## src/rtl/lsu_pkg.sv

```systemverilog
// Shared types and constants for the load/store unit: access sizes, FSM states,
// the latched request record and the alignment error rule.
package lsu_pkg;

  localparam int unsigned LSU_N = 32;
  localparam int unsigned LSU_M = 16;
  localparam int unsigned LSU_A = LSU_M + 2;

  localparam logic [1:0] SIZE_B = 2'b00;
  localparam logic [1:0] SIZE_H = 2'b01;
  localparam logic [1:0] SIZE_W = 2'b10;

  typedef enum logic [2:0] {
    ST_IDLE  = 3'd0,
    ST_READ  = 3'd1,
    ST_WAIT  = 3'd2,
    ST_WRITE = 3'd3,
    ST_RESP  = 3'd4
  } lsu_state_t;

  // Only the byte offset is kept; the word address lives in the memory-port register.
  typedef struct packed {
    logic             we;
    logic [1:0]       size;
    logic             sgn;
    logic [1:0]       off;
    logic [LSU_N-1:0] wdata;
  } lsu_req_t;

  function automatic logic req_is_err(input logic [1:0] size, input logic [1:0] off);
    logic err;
    err = 1'b1;
    case (size)
      SIZE_B:  err = 1'b0;
      SIZE_H:  err = off[0];
      SIZE_W:  err = (off != 2'b00);
      default: err = 1'b1;
    endcase
    return err;
  endfunction

endpackage

```

## src/rtl/load_store_unit_if.sv

```systemverilog
// Request/response channel from the execute stage and the word-wide memory port.
interface lsu_req_if;
  import lsu_pkg::*;

  logic             req_valid;
  logic             req_ready;
  logic             req_we;
  logic [1:0]       req_size;
  logic             req_signed;
  logic [LSU_A-1:0] req_addr;
  logic [LSU_N-1:0] req_wdata;
  logic             resp_valid;
  logic [LSU_N-1:0] resp_rdata;
  logic             resp_err;

  modport master (
    output req_valid, req_we, req_size, req_signed, req_addr, req_wdata,
    input  req_ready, resp_valid, resp_rdata, resp_err
  );

  modport slave (
    input  req_valid, req_we, req_size, req_signed, req_addr, req_wdata,
    output req_ready, resp_valid, resp_rdata, resp_err
  );
endinterface

interface lsu_mem_if;
  import lsu_pkg::*;

  logic [LSU_M-1:0] mem_address;
  logic             mem_wf;
  logic [LSU_N-1:0] mem_w;
  logic [LSU_N-1:0] mem_v;

  modport master (
    output mem_address, mem_wf, mem_w,
    input  mem_v
  );

  modport slave (
    input  mem_address, mem_wf, mem_w,
    output mem_v
  );
endinterface

```

## src/rtl/lsu_align.sv

```systemverilog
// Lane logic: extracts and extends load data from a memory word, and merges
// sub-word store data into a memory word (little-endian lanes).
module lsu_align
  import lsu_pkg::*;
(
  input  logic [1:0]       i_offset,
  input  logic [1:0]       i_size,
  input  logic             i_signed,
  input  logic [LSU_N-1:0] i_word,
  input  logic [LSU_N-1:0] i_wdata,
  output logic [LSU_N-1:0] o_rdata,
  output logic [LSU_N-1:0] o_merged
);

  logic [7:0]  w_byte;
  logic [15:0] w_half;

  // Load path: pick the addressed lane, then zero- or sign-extend.
  always_comb begin
    w_byte = '0;
    for (int k = 0; k < 4; k++) begin
      if (i_offset == 2'(k)) w_byte = i_word[8*k +: 8];
    end
    w_half = i_offset[1] ? i_word[31:16] : i_word[15:0];

    o_rdata = '0;
    case (i_size)
      SIZE_B:  o_rdata = i_signed ? {{24{w_byte[7]}}, w_byte} : {24'd0, w_byte};
      SIZE_H:  o_rdata = i_signed ? {{16{w_half[15]}}, w_half} : {16'd0, w_half};
      SIZE_W:  o_rdata = i_word;
      default: o_rdata = '0;
    endcase
  end

  // Store path: overwrite only the addressed lane(s) of the fetched word.
  always_comb begin
    o_merged = i_word;
    case (i_size)
      SIZE_B: begin
        for (int k = 0; k < 4; k++) begin
          if (i_offset == 2'(k)) o_merged[8*k +: 8] = i_wdata[7:0];
        end
      end
      SIZE_H: begin
        if (i_offset[1]) o_merged[31:16] = i_wdata[15:0];
        else             o_merged[15:0]  = i_wdata[15:0];
      end
      SIZE_W:  o_merged = i_wdata;
      default: o_merged = i_word;
    endcase
  end

endmodule

```

## src/rtl/load_store_unit.sv

```systemverilog
// Load/store unit: byte-addressed requests in, word accesses on the memory port.
// Sub-word stores are read-modify-write; loads return a one-cycle response pulse.
module load_store_unit
  import lsu_pkg::*;
(
  input  logic       clk,
  input  logic       rst,
  lsu_req_if.slave   req,
  lsu_mem_if.master  mem
);

  lsu_state_t       r_state;
  lsu_req_t         r_req;
  logic [LSU_M-1:0] r_mem_address;
  logic [LSU_N-1:0] r_mem_w;
  logic             r_resp_valid;
  logic             r_resp_err;
  logic [LSU_N-1:0] r_resp_rdata;

  logic             w_accept;
  logic             w_err;
  logic [LSU_N-1:0] w_rdata;
  logic [LSU_N-1:0] w_merged;

  assign req.req_ready = (r_state == ST_IDLE) && !rst;
  assign w_accept      = req.req_valid && req.req_ready;
  assign w_err         = req_is_err(req.req_size, req.req_addr[1:0]);

  lsu_align u_align (
    .i_offset (r_req.off),
    .i_size   (r_req.size),
    .i_signed (r_req.sgn),
    .i_word   (mem.mem_v),
    .i_wdata  (r_req.wdata),
    .o_rdata  (w_rdata),
    .o_merged (w_merged)
  );

  // Reset gates the write strobe and response in the same cycle so an abort never leaks.
  assign mem.mem_address = r_mem_address;
  assign mem.mem_wf      = (r_state == ST_WRITE) && !rst;
  assign mem.mem_w       = r_mem_w;
  assign req.resp_valid  = r_resp_valid && !rst;
  assign req.resp_err    = r_resp_err && !rst;
  assign req.resp_rdata  = r_resp_rdata;

  always_ff @(posedge clk) begin
    if (rst) begin
      r_state       <= ST_IDLE;
      r_req         <= '0;
      r_mem_address <= '0;
      r_mem_w       <= '0;
      r_resp_valid  <= 1'b0;
      r_resp_err    <= 1'b0;
      r_resp_rdata  <= '0;
    end else begin
      case (r_state)
        ST_IDLE: begin
          if (w_accept) begin
            r_req.we    <= req.req_we;
            r_req.size  <= req.req_size;
            r_req.sgn   <= req.req_signed;
            r_req.off   <= req.req_addr[1:0];
            r_req.wdata <= req.req_wdata;
            if (w_err) begin
              r_state      <= ST_RESP;
              r_resp_valid <= 1'b1;
              r_resp_err   <= 1'b1;
            end else if (req.req_we && (req.req_size == SIZE_W)) begin
              r_state       <= ST_WRITE;
              r_mem_address <= req.req_addr[LSU_A-1:2];
              r_mem_w       <= req.req_wdata;
            end else begin
              r_state       <= ST_READ;
              r_mem_address <= req.req_addr[LSU_A-1:2];
            end
          end
        end
        ST_READ: begin
          r_state <= ST_WAIT;
        end
        // Memory data is valid here, one cycle after the address was sampled.
        ST_WAIT: begin
          if (r_req.we) begin
            r_state <= ST_WRITE;
            r_mem_w <= w_merged;
          end else begin
            r_state       <= ST_RESP;
            r_mem_address <= '0;
            r_resp_valid  <= 1'b1;
            r_resp_rdata  <= w_rdata;
          end
        end
        ST_WRITE: begin
          r_state       <= ST_RESP;
          r_mem_address <= '0;
          r_mem_w       <= '0;
          r_resp_valid  <= 1'b1;
        end
        ST_RESP: begin
          r_state      <= ST_IDLE;
          r_resp_valid <= 1'b0;
          r_resp_err   <= 1'b0;
          r_resp_rdata <= '0;
        end
        default: begin
          r_state <= ST_IDLE;
        end
      endcase
    end
  end

endmodule

```

## src/flat_wrapper.sv

```systemverilog
// flat-port wrapper written by rule: the top's interface ports become plain ports
module load_store_unit_flat import lsu_pkg::*;
  (clk, rst, req_req_valid, req_req_we, req_req_size, req_req_signed, req_req_addr, req_req_wdata, req_req_ready, req_resp_valid, req_resp_rdata, req_resp_err, mem_mem_address, mem_mem_wf, mem_mem_w, mem_mem_v);
  lsu_req_if req_i ();
  lsu_mem_if mem_i ();
  input  logic clk;
  input  logic rst;
  input wire logic [$bits(req_i.req_valid)-1:0] req_req_valid;
  input wire logic [$bits(req_i.req_we)-1:0] req_req_we;
  input wire logic [$bits(req_i.req_size)-1:0] req_req_size;
  input wire logic [$bits(req_i.req_signed)-1:0] req_req_signed;
  input wire logic [$bits(req_i.req_addr)-1:0] req_req_addr;
  input wire logic [$bits(req_i.req_wdata)-1:0] req_req_wdata;
  output wire logic [$bits(req_i.req_ready)-1:0] req_req_ready;
  output wire logic [$bits(req_i.resp_valid)-1:0] req_resp_valid;
  output wire logic [$bits(req_i.resp_rdata)-1:0] req_resp_rdata;
  output wire logic [$bits(req_i.resp_err)-1:0] req_resp_err;
  output wire logic [$bits(mem_i.mem_address)-1:0] mem_mem_address;
  output wire logic [$bits(mem_i.mem_wf)-1:0] mem_mem_wf;
  output wire logic [$bits(mem_i.mem_w)-1:0] mem_mem_w;
  input wire logic [$bits(mem_i.mem_v)-1:0] mem_mem_v;
  assign req_i.req_valid = req_req_valid;
  assign req_i.req_we = req_req_we;
  assign req_i.req_size = req_req_size;
  assign req_i.req_signed = req_req_signed;
  assign req_i.req_addr = req_req_addr;
  assign req_i.req_wdata = req_req_wdata;
  assign req_req_ready = req_i.req_ready;
  assign req_resp_valid = req_i.resp_valid;
  assign req_resp_rdata = req_i.resp_rdata;
  assign req_resp_err = req_i.resp_err;
  assign mem_mem_address = mem_i.mem_address;
  assign mem_mem_wf = mem_i.mem_wf;
  assign mem_mem_w = mem_i.mem_w;
  assign mem_i.mem_v = mem_mem_v;
  load_store_unit u_core (.clk(clk), .rst(rst), .req(req_i), .mem(mem_i));
endmodule
```

## config.mk

```make
export PLATFORM = sky130hd
export DESIGN_NAME = load_store_unit_flat
export DESIGN_NICKNAME = d
export VERILOG_FILES = /design/src/rtl/lsu_pkg.sv /design/src/rtl/load_store_unit_if.sv /design/src/rtl/lsu_align.sv /design/src/rtl/load_store_unit.sv /design/src/flat_wrapper.sv
export SDC_FILE = /design/constraint.sdc
export NUM_CORES = 1
export LEC_CHECK = 0
export ABC_AREA = 0
export CORE_UTILIZATION = 53
export CTS_CLUSTER_SIZE = 14
export DETAILED_ROUTE_END_ITERATION = 7
export PLACE_DENSITY = 0.84
export SYNTH_ARGS = -nofsm -noshare
export SYNTH_HDL_FRONTEND = slang
export SYNTH_HIERARCHICAL = 1
export SYNTH_SLANG_ARGS = --single-unit
```

## constraint.sdc

```tcl
create_clock -name clk -period 4.2 [get_ports clk]
set_input_delay 0.84 -clock clk [delete_from_list [all_inputs] [get_ports clk]]
set_output_delay 0.84 -clock clk [all_outputs]
set_load 0.01 [all_outputs]
```

; ---- After elaboration in Yosys (flattened, before gate mapping)
; Index checks and enable logic that the tools add are counted.
[word_totals]
reg_bits = 123
latch_bits = 0
ram_bits = 0
rom_bits = 0
in_bits = 89
out_inout_bits = 84
wordCells = 87
mem_count = 0
[op_classes]
add_sub_neg = 0
multipliers = 0
div = 0
magnitude_cmp = 0
n_eq_ne = 17
n_shift = 0
mux = 37
n_bitwise = 0
reduce_logical = 22
[ops]
columns = cell, n
row1 = case mux 32 bit (3 select lines), 3
row2 = 2-to-1 mux 32 bit, 7
row3 = 2-to-1 mux 16 bit, 6
row4 = 2-to-1 mux 8 bit, 8
row5 = case mux 32 bit (2 select lines), 1
row6 = case mux 16 bit (3 select lines), 1
row7 = case mux 3 bit (4 select lines), 1
row8 = 2-to-1 mux 3 bit, 3
row9 = equality test 2 bit (second input constant), 4
row10 = AND reduction 4 bit, 2
row11 = equality test 2 x 1 -> 1 bit (second input constant), 3
row12 = equality test 3 x 2 -> 1 bit (second input constant), 2
row13 = logical AND 1 bit, 6
row14 = logical NOT 2 bit, 3
row15 = inequality test 2 x 1 -> 1 bit (second input constant), 3
row16 = inequality test 2 bit (second input constant), 3
row17 = nonzero test 2 bit, 3
row18 = AND reduction 5 bit, 1
row19 = case mux 1 bit (4 select lines), 1
row20 = AND reduction 2 bit, 2
row21 = nonzero test 4 bit, 1
row22 = equality test 3 x 1 -> 1 bit (second input constant), 1
row23 = equality test 3 bit (second input constant), 1
row24 = logical NOT 3 bit, 1
row25 = other kinds (7), 9

; ---- Logic depth before layout (Yosys ltp)
[depth]
ltp_word = 9
mapped_depth = 10
depth_no_buf = 7

; ---- Cells and area by module
; The synthesis kept the hierarchy.
[by_module_without_submodules]
columns = module, n_inst, cells_each, area_each_um2, seq_area_each_um2
row1 = load_store_unit, 1, 508, 4684.5, 2462.4
row2 = lsu_align, 1, 260, 1921.8, 0.0

; ---- Worst setup path after synthesis
; No wires, ideal clock.
[synth_timing]
kind = input to output
from = input rst
to = output req_resp_err
arrival_time_ps = 1387
required_ps = 3360
path_slack_ps = 1973
stages = 3
path_buffers = 2
cell_sequence = buf_2 -> clkbuf_1 -> nor2b_1
[synth_between]
elab_chain_len = 2
[synth_rtl]
columns = element, line
row1 = start: declaration, flat_wrapper.sv:7  ; input logic rst;
row2 = logical NOT 1 bit, load_store_unit.sv:44  ; assign req.resp_err = r_resp_err && !rst;
row3 = logical AND 1 bit, load_store_unit.sv:44
row4 = end: declaration, flat_wrapper.sv:17  ; output wire logic [$bits(req_i.resp_err)-1:0] req_resp_err;
; Every way passes these cells.

; ---- Worst setup path after layout
[layout_timing]
from = register u_core.r_state[2]
to = output req_req_ready
[layout_between]
elab_chain_len = 2
[layout_rtl]
columns = element, line
row1 = start: declaration, load_store_unit.sv:12  ; lsu_state_t r_state;
row2 = start signal: assignment, load_store_unit.sv:49  ; r_state <= ST_IDLE;
row3 = start signal: assignment, load_store_unit.sv:66  ; r_state <= ST_RESP;
row4 = start signal: assignment, load_store_unit.sv:70  ; r_state <= ST_WRITE;
row5 = logical NOT 3 bit, load_store_unit.sv:25  ; assign req.req_ready = (r_state == ST_IDLE) && !rst;
row6 = logical AND 1 bit, load_store_unit.sv:25
row7 = end: declaration, flat_wrapper.sv:14  ; output wire logic [$bits(req_i.req_ready)-1:0] req_req_ready;
; Every way passes these cells.

==> impl_results.md <==
- Status: complete, no violations
- Sequential power share: 0.381
- Synth unique cells: between 50 and 60
- Drt wl/cell: around 21 um
- Grt ovf: 0
- Relative slew slack: 0.0938
- Final setup vio count: 0
- Post-CTS Setup Bufs: 0
- Clock Skew: about 0.0064 ns
- Layout area overhead: 33.0%
- Gate power share: 0.173
- Max_cap viols: 0
- Pwr per Cell Area: 373 mW/mm2
- Hold Buf Count CTS: 0
- Nets: about 980
- Least-Margin Pin Slew: 1.36 ns
- Global-route wire length before repair: 34300 um
- Startpoint Class: register
- Initial antenna violation count: 2
- Final TNS setup: 0 ns
- Number of flops mapped to enable cells by yosys: 0
- Die Height: about 110 um
- Post-Syn Area per Cell: 8.60 um2
- Sw power: roughly 900 uW
- Inserted Clock Buffers: 17
- Ys async rst share: 0
- Die width: 114 um
- GR peak layer: met2
- Synthesized area: 0.00661 mm2
- Sequential element share of the synthesized area: 0.373
- Max Slew Vio Count: 0
- Fill count: about 950
- Period minus WS final: 2.85 ns
- Internal: 2.37 mW
- N_diodes: 0
- Die area: 0.0129 mm2
- CP required: between 3 and 4 ns
- Syn nets: ~860
- Leak Pwr: approximately 3.3 nW
- Vias per cell: 6.39
- TritonCTS clock tree: built
- Synthesized netlist cell count: roughly 770
- Synth top area share: 0.373
- Worst hold path type: register to register
- VDD IR max: around 0.00029 V
- Largest net degree at the start of global routing: 102
- Fmax: about 350 MHz
- Row cnt: 40
- Final worst slack: 1.35 ns
- Drt pass-1 iters: 6
- Clock buffer depth: 2
- Clock power share: 0.447
- Core Region: 0.0121 mm2
- Latest clock arrival within the worst-skew pair: 0.42 ns
- Vias in the first global route: 6306
- GPL Wtd Cong: about 0.91
- Synth Register Bits: 123
- Sink Count: ~120
- H-tree Lvls: 4
- Routed Antenna Nets: 0
- Crit Path Max Fanout: 42
- Sequential cell area: 0.00246 mm2
- Met3 Use GR: 0.0824
- GR Util All Layers: 0.347
- # IOs: around 170
- Via count: just under 7000
- Hold slack: about 0.46 ns
- Layout cells sized above 1: 0.0829
- Pre-CTS setup slack: 1.23 ns
- # DRC: 0
- IO Port Bufs: 172
- Worst Setup End Kind: output port
- Root buf cell: clkbuf_16
- Post-synth top cells: dfxtp_1, nand2_1, a21oi_1
- DPL Wire Length: 15600 um
- Most frequent cell after synthesis: dfxtp_1
- Final WL: 22400 um
- Initial drt markers: 866
- Setup Crit Path Kind: register to output port
- Yosys top cell by area: dfxtp_1
- Top FF cell, synth: dfxtp_1
- Clock-pin slew on the worst setup and hold paths: ~0.06 ns
- Post-CTS Resized: 0
- Tcrit/Tclk final: 0.679
- GRT met1 Usage: 0.458
- Met2 Use GR: 0.535
- Starting Density: 0.548
- Final Hold Fails: 0
- Synth warn: 6
- RSZ-0062 raised after global routing: false
- Total power: 3.28 mW
- Area contributors post-synth: dfxtp_1, a21oi_1, nand2_1
- Multi-input gate area: 0.00367 mm2
- Net Sw Frac: 0.276
- CP arrival: 2.01 ns
-- metrics by stage --
stage | area (um2) | util | std cells
finish | 8780 | 0.728 | 1073
global route | 8780 | 0.728 | 1073
CTS | 8780 | 0.728 | 1073
detailed placement | 8190 | 0.679 | 1041
global placement | 8190 | 0.679 | 1041
floorplan | 6610 | - | 768
-- area by class of cell --
cell class / instances / share of cell area
clock buffer: 19 / 0.0516
clock inverter: 13 / 0.0162
inverter: 11 / 0.00470
tap: 168 / 0.0239
sequential: 123 / 0.280
multi-input combinational: 556 / 0.418
timing repair buffer: 183 / 0.205
-- power groups by stage --
stage          sequential (mW)  clock [mW]  combinational, mW
6_report                  1.25        1.46              0.565
5_1_grt                   1.25        1.53              0.602
4_1_cts                   1.25        1.47              0.552
3_5_place_dp              1.27           0              0.546
3_3_place_gp              1.27           0              0.536
2_1_floorplan             1.26           0              0.331
-- state kept, by name, indices dropped and copies added (netlist names) --
name	flops
u_core/req.resp_rdata	32
u_core/r_req	38
u_core/mem.mem_w	32
u_core/mem.mem_address	16
u_core/r_resp_valid	1
u_core/r_resp_err	1
u_core/r_state	3
-- cells by family after synthesis --
logic type	after synthesis	synth area share
AOI/OAI and AO/OA	323	0.350
and+or+nand+nor	191	0.135
DFF	123	0.373
buffers and inverters	89	0.0723
muxes	42	0.0699
-- worst paths after layout --
kind	from	to	slack, ns	cells after the start
max reg2reg	u_core/r_req[35]	u_core/mem.mem_w[20]	1.35	8
max	u_core/r_state[2]	req_req_ready	1.35	3
min reg2reg	u_core/r_req[28]	u_core/r_req[28]	0.46	2
min	u_core/r_req[28]	u_core/r_req[28]	0.46	2
-- critical path, stage by stage (launching register included) --
cell and delay (ns):
dfxtp_1 0.29, buf_4 0.26, nor4_4 0.42, clkdlybuf4s50_1 0.62
-- cells in the final DEF (no fill, tap or decap), types with 14 or more instances in the layout --
cell type / synthesis / routed
o22ai_1: 17 / 17
o21a_1: 35 / 35
a21oi_1: 88 / 88
a22oi_1: 37 / 37
clkdlybuf4s50_1: 0 / 171
nor2_1: 41 / 41
a22o_1: 25 / 25
nand2_1: 97 / 97
dfxtp_1: 123 / 123
a211o_1: 16 / 16
a221o_1: 18 / 18
mux2i_1: 24 / 24
o21ai_1: 14 / 14
clkbuf_16: 0 / 17
nor2b_1: 17 / 15
a221oi_1: 32 / 32
-- layer usage --
metal | share of wire | wire (um)
met3 | 0.087 | 1940
met4 | 0.037 | 839
met5 | 0.00085 | 19
met1 | 0.43 | 9580
met2 | 0.45 | 10000
Note: power is estimated with default switching activity, not from simulation.
